`src/rtl/outpass_pipe_frame_config_mux.sv`:
```
// outpass_pipe_frame_config_mux
// WIDTH independent fabric-to-pin output channels. Each channel has a
// frame-configured output tap (0..3 register stages) and an optional
// output inversion.
//
// Config layout, channel i:
//   ConfigBits[3i+1:3i] : DEPTH[i] (0 = combinational, 1..3 = S1..S3)
//   ConfigBits[3i+2]    : INV[i]
//
// Optional feature macro: OUTPASS_CE_EN
//   defined   : CE port exists; stages advance only on edges with CE=1
//   undefined : no CE port; stages advance on every edge
//
// NoConfigBits is not derived from WIDTH; it must be set to 3*WIDTH.

module outpass_pipe_frame_config_mux #(
    parameter int WIDTH        = 4,
    parameter int NoConfigBits = 12
) (
    input  logic                    UserCLK,
    input  logic                    UserRST_n,
    input  logic [WIDTH-1:0]        I,
`ifdef OUTPASS_CE_EN
    input  logic                    CE,
`endif
    output logic [WIDTH-1:0]        O,
    input  logic [NoConfigBits-1:0] ConfigBits
);

    // Behavioural stand-in for one cus_mux21_buf cell: A0 is the lower tap,
    // A1 the higher tap, S comes from a config bit.
    function automatic logic cus_mux21_buf(input logic a0, input logic a1, input logic s);
        return s ? a1 : a0;
    endfunction

    logic [WIDTH-1:0] s1;
    logic [WIDTH-1:0] s2;
    logic [WIDTH-1:0] s3;
    logic             advance;

    logic [WIDTH-1:0] depth_lo;
    logic [WIDTH-1:0] depth_hi;
    logic [WIDTH-1:0] inv;
    logic [WIDTH-1:0] tap_lo;
    logic [WIDTH-1:0] tap_hi;
    logic [WIDTH-1:0] tap;

`ifdef OUTPASS_CE_EN
    assign advance = CE;
`else
    assign advance = 1'b1;
`endif

    // Stage shift: all three stages always move together; DEPTH only picks
    // which one reaches the pin. Reset wins over the advance enable.
    always_ff @(posedge UserCLK) begin
        if (!UserRST_n) begin
            s1 <= '0;
            s2 <= '0;
            s3 <= '0;
        end else if (advance) begin
            s1 <= I;
            s2 <= s1;
            s3 <= s2;
        end
    end

    // Per-channel config decode and 2-level mux tree to the output tap.
    // First level uses DEPTH[0] to pick within {I,S1} and {S2,S3}; second
    // level uses DEPTH[1] to choose between the pairs.
    for (genvar g = 0; g < WIDTH; g++) begin : g_ch
        assign depth_lo[g] = ConfigBits[3*g];
        assign depth_hi[g] = ConfigBits[3*g+1];
        assign inv[g]      = ConfigBits[3*g+2];

        assign tap_lo[g] = cus_mux21_buf(I[g],  s1[g], depth_lo[g]);
        assign tap_hi[g] = cus_mux21_buf(s2[g], s3[g], depth_lo[g]);
        assign tap[g]    = cus_mux21_buf(tap_lo[g], tap_hi[g], depth_hi[g]);

        // No output register: a reconfigured tap shows up immediately.
        assign O[g] = tap[g] ^ inv[g];
    end

endmodule

```
`config.mk`:
```
export PLATFORM = sky130hd
export DESIGN_NAME = outpass_pipe_frame_config_mux
export DESIGN_NICKNAME = d
export VERILOG_FILES = /design/src/rtl/outpass_pipe_frame_config_mux.sv
export SDC_FILE = /design/constraint.sdc
export NUM_CORES = 1
export LEC_CHECK = 0
export CAP_MARGIN = 15
export CORE_MARGIN = 8
export CORE_UTILIZATION = 33
export DETAILED_ROUTE_END_ITERATION = 10
export PLACE_DENSITY = 0.69
export SLEW_MARGIN = 15
export SYNTH_ARGS = -nofsm -noshare
export SYNTH_HDL_FRONTEND = slang
export SYNTH_SLANG_ARGS = --single-unit
```
`constraint.sdc`:
```
create_clock -name UserCLK -period 0.95 [get_ports UserCLK]
set_input_delay 0.1425 -clock UserCLK [delete_from_list [all_inputs] [get_ports UserCLK]]
set_output_delay 0.1425 -clock UserCLK [all_outputs]
set_load 0.02 [all_outputs]
```
# == Word level (Yosys, flattened, before mapping) ==
# Index checks and enable logic that the tools add are counted.
# op_classes
bitwise_logic,4
n_mux,12
# ops
op,count
$mux W1,12
$xor A1 B1 Y1,4
# word_totals
inputBits,18
elab_cells,19
out_inout_bits,4
register_bits,12

# == Longest topological paths before layout ==
# Gate-level depths: netlist (run 1).
# logic_depth
word_depth,3
mapped_depth,2
mapped_depth_nobuf,2

# == Least setup slack after synthesis (run 1) ==
# Ideal clock, no wire load.
# synth_path
kind,reg2out
start,reg s2[0]
end,out O[0]
path_slack_ps,-294
path_buffers,0
arrival_ps,1102
path_stages_with_launch,3
t_required_ps,808
path_cell_list,dfxtp_1 mux4_2 xor2_1
# synth_via
elab_chain_len,3
# synth_rtl
element,line,text
"start, declared",37,logic [WIDTH-1:0] s2;
"start signal, assigned",59,s2 <= '0;
"start signal, assigned",63,s2 <= s1;
$mux W1 (2 in series),33,return s ? a1 : a0;
$xor A1 B1 Y1,81,assign O[g] = tap[g] ^ inv[g];
"end, declared",26,"output logic [WIDTH-1:0] O,"
# Every way passes these cells.

# == Worst setup path after layout (run 1) ==
# layout_path
start,reg s1[3]
end,out O[3]
# layout_via
elab_chain_len,3
# layout_rtl
element,line,text
"start, declared",36,logic [WIDTH-1:0] s1;
"start signal, assigned",58,s1 <= '0;
"start signal, assigned",62,s1 <= I;
$mux W1 (2 in series),33,
$xor A1 B1 Y1,81,
# Every way passes these cells.

==> results.ini, run 1 <==
[job]
maxCapViolations=0

[logic_synthesis]
avgSynthCellArea_um2=13.5
ys_ff_latch=12
yosysUniqueCellTypes=5
syn_inst=33
synth_area_um2=444
syn_nets=51
yosysSeqAreaShare_pct=54.1
ys_warn_count=0

[setup_path]
path_cells=mux4_2 > xor2_4 > buf_6
cp.required_ns=0.81
cp_slowest_cell=mux4_2
cp.arrival_ns=1.41
path_max_fanout=2
end_kind=output port
worstSetupStartpointType=flip-flop
crit_type=reg2out
max_stage_delay_ns=0.51

[grt]
grt_usage_pct=9.03
grt_max_degree=13
grt_pass1_wl_um=1790
grt_antenna_before_repair=0
grt_pass1_vias=395
overflow=0

[clocking]
numCtsBuffers=3
postCtsSetupBuffers=0
clock-sinks=12
cts_tree=done
cts_root_buf=clkbuf_4
clock_latency_ns=0.27
htree_levels=1
max-clock-path-buffers=2
clk_pin_slew_worst_paths_ns=0.07
cts_resized=28
hold_buffers=0

[floorplan]
ios=22
start_util_pct=34.6
core_um2=1280
die_h_um=52.7
die_w_um=52.7
die_area_um2=2780
num_rows=13

[finish]
regArea_um2=241
diodes=0
area_growth_pct=76.1
nNetsFinal=76
layout-drive-gt1-share_pct=29.8
final_common_cell=clkdlybuf4s50_1
final_cell_mix=clkdlybuf4s50_1, and2_1, dfxtp_1
fin_cells=72
multi_input_area_um2=275
n_fill_cell=101

[detailed_routing]
vias=326
totalWireLength_um=1110
drtAntennaViolNets=0
initialDrtViolationCount=1
vias_per_cell=4.53
drc_errors=0
firstDrtPassIters=4
wl_per_cell_um=15.5

[placed_design]
dpl.cell_count=68
portBuffers=21
dp_slack_ns=-1.18
hpwl_um=955
gp_congestion=0.701

[timing]
fin_ws_ns=-0.602
drv_slew=0
hold_violations=0
tns_ns=-2.38
fmax_mhz=644
setup_viol=4
relSlewSlack_pct=80.2
fin_crit_sh_pct=163
fin_crit_ns=1.55
fin_skew_ns=0.00368
worst_pin_slew_ns=0.296
rsz0062_at_grt=true

[outcome]
outcome=complete, but fails checks
violations=negative setup slack

[pwr]
leakage_uw=0.000308
ir_drop_v=0.000746
power_density_nw_per_um2=1510

[worst_hold_path]
hold_path_class=reg2reg

==> path summary, 6_finish.rpt <==
path | startpoint | endpoint | slack, ns | cells after the start
max | s1[3] | O[3] | -0.60 | 3
min | s2[1] | s3[1] | 0.46 | 1
max reg2reg | s2[0] | s3[0] | 0.39 | 1
min reg2reg | s2[1] | s3[1] | 0.46 | 1
==> metal layers <==
metal | GRT usage, % | share of wire, % | up-vias
met1 | 7.68 | 32 | 157
met3 | 3.69 | 8.2 | 2
met4 | 5.17 | 0.45 | 0
li1 | - | - | 155
met2 | 17.0 | 59 | 12
met5 | 0 | 0 | -
==> metrics by stage <==
step / utilization, % / hold WS, ns / cell area (um2) / total power [uW]
6_report: 60.9 / 0.456 / 782 / 1180
5_1_grt: 60.9 / 0.483 / 782 / 1230
4_1_cts: 60.8 / 0.464 / 781 / 1200
3_5_place_dp: 57.9 / 0.444 / 744 / 801
3_3_place_gp: 57.9 / 0.437 / 744 / 790
2_1_floorplan: - / 0.264 / 519 / 659
==> cell type report <==
| class | count | share of cell area, % |
|---|---|---|
| clock buffer | 4 | 4.64 |
| tap | 15 | 2.40 |
| multi-input combinational | 20 | 35.2 |
| sequential | 12 | 30.9 |
| timing repair buffer | 21 | 26.9 |
==> state kept, by name, summed over array words and instances, names as in the netlist <==
name	flops
s3	4
s1	4
s2	4
==> cell families (layout without fill, tap and decap cells) <==
group                     after synthesis  count (layout)  share of synthesized area (%)
and+or+nand+nor                        12              12                           16.9
muxes                                   4               4                           20.3
buffers and inverters                   1              25                          0.844
DFF                                    12              12                           54.1
xor gates and xnor gates                4               4                           7.89
==> synth_stat cells <==
cell      number  share of area (%)
dfxtp_1       12                 54
and2_1        12                 17
xor2_1         4                7.9
mux4_2         4                 20
clkbuf_1       1               0.84
==> worst max-delay path: cells and delay by family (launching register included) <==
kind                   cells  cell delay [ns]
multiplexers               1             0.51
XOR/XNOR                   1             0.18
flip-flops                 1             0.31
buffers and inverters      1             0.14
==> power breakdown <==
part	switching, uW	internal (uW)	total [uW]	leakage, uW
registers	8.17	523	532	0.0000991
clock network	159	233	391	0.0000210
logic	101	155	257	0.000188
Power figures use the tool's default switching activity.
==> run 2: changes to the inputs <==
SKIP_CTS_REPAIR_TIMING = 1   (was not set)
==> results.ini, run 2 (synthesis results as in run 1) <==
[pwr]
ir_drop_v=0.000749
power_density_nw_per_um2=1490
leakage_uw=0.000340

[detailed_routing]
drtAntennaViolNets=0
wl_per_cell_um=16.2
drc_errors=0
vias_per_cell=4.57
totalWireLength_um=1170
firstDrtPassIters=4
vias=329
initialDrtViolationCount=3

[grt]
grt_pass1_wl_um=1790
grt_usage_pct=9.03
grt_antenna_before_repair=0
grt_max_degree=13
overflow=0
grt_pass1_vias=395

[worst_hold_path]
holdCritStartpoint=s2[1]
hold_depth=1
hold_path_class=reg2reg

[clocking]
clock_latency_ns=0.27
clock-sinks=12
cts_tree=done
clk_pin_slew_worst_paths_ns=0.07
htree_levels=1
numCtsBuffers=3
cts_root_buf=clkbuf_4
max-clock-path-buffers=2

[timing]
fin_skew_ns=0.00522
worst_pin_slew_ns=0.297
fin_ws_ns=-0.606
drv_slew=0
fmax_mhz=643
setup_viol=4
fin_crit_ns=1.56
rsz0062_at_grt=true
holdWs_ns=0.455
fin_crit_sh_pct=164
hold_violations=0
relSlewSlack_pct=80.1

[setup_path]
path_cells=mux4_2 > xor2_4 > buf_6
cp_slowest_cell=mux4_2
ff2ff_path_depth=1
path_max_fanout=2
critPathLaunch=s1[3]
r2r_end=s2[1]
max_stage_delay_ns=0.51
cp.arrival_ns=1.41
r2r_start=s1[1]
rrSetupSlack_ns=0.37
worstSetupStartpointType=flip-flop
cp-endpoint=O[3]
end_kind=output port
cp.required_ns=0.81
crit_type=reg2out

[floorplan]
core_um2=1280
die_w_um=52.7
num_rows=13
start_util_pct=34.6
die_area_um2=2780
ios=22
die_h_um=52.7

[finish]
diodes=0
layout-drive-gt1-share_pct=31.6
area_growth_pct=79.7
final_common_cell=clkdlybuf4s50_1
design_area_um2=798
nNetsFinal=76
final_cell_mix=clkdlybuf4s50_1, and2_1, dfxtp_1
final_core_util_pct=62.1
fin_cells=72
reg.largest.list=s1: 4 flops, s2: 4 flops, s3: 4 flops

[placed_design]
hpwl_um=955
portBuffers=21
gp_congestion=0.701
dpl.cell_count=68
dpl_cell_area_um2=744

[outcome]
violations=negative setup slack
outcome=complete, but fails checks

[job]
maxCapViolations=0

==> run 2: report_power, final <==
group | internal [uW] | total [uW] | switching, uW | leakage [uW]
Sequential | 524 | 532 | 8.55 | 0.0000996
Clock | 233 | 393 | 160 | 0.0000210
Combinational | 159 | 261 | 102 | 0.000219
==> run 2: worst min-delay path by stage <==
| stage | to | slack, ns |
|---|---|---|
| floorplan | s1[0] | 0.26 |
| global placement | s3[1] | 0.44 |
| detailed placement | s2[3] | 0.44 |
| CTS | s1[0] | 0.46 |
| global route | s3[1] | 0.48 |
| finish | s3[1] | 0.46 |
==> run 2: per-stage QoR <==
step / power [uW] / TNS (ns) / worst slack [ns]
final: 1190 / -2.39 / -0.606
after global routing: 1230 / -2.54 / -0.640
after CTS: 1200 / -4.63 / -1.18
after detailed placement: 801 / -5.87 / -1.18
after global placement: 790 / -5.35 / -1.13
after floorplan: 659 / -0.790 / -0.197
==> run 2: layer usage <==
layer	up-vias	part of all wire (%)	global-route usage [%]	wire length (um)
li1	154	-	-	-
met1	163	31	7.68	357
met2	12	62	17.0	720
met3	0	7.6	3.69	89
met4	0	0	5.17	0
met5	-	0	0	0
==> run 2: area by class of cell <==
| cell class | instances | area (um2) |
|---|---|---|
| Sequential cell | 12 | 243 |
| Multi-Input combinational cell | 20 | 275 |
| Clock buffer | 4 | 36.3 |
| Fill cell | 98 | 487 |
| Tap cell | 15 | 18.8 |
| Timing Repair Buffer | 21 | 225 |
==> run 2: worst max-delay path, delay by kind of cell, from the launching register on <==
family                 cells  cell delay (ns)
multiplexers               1             0.51
buffers and inverters      1             0.14
flip-flops                 1             0.32
XOR/XNOR                   1             0.18
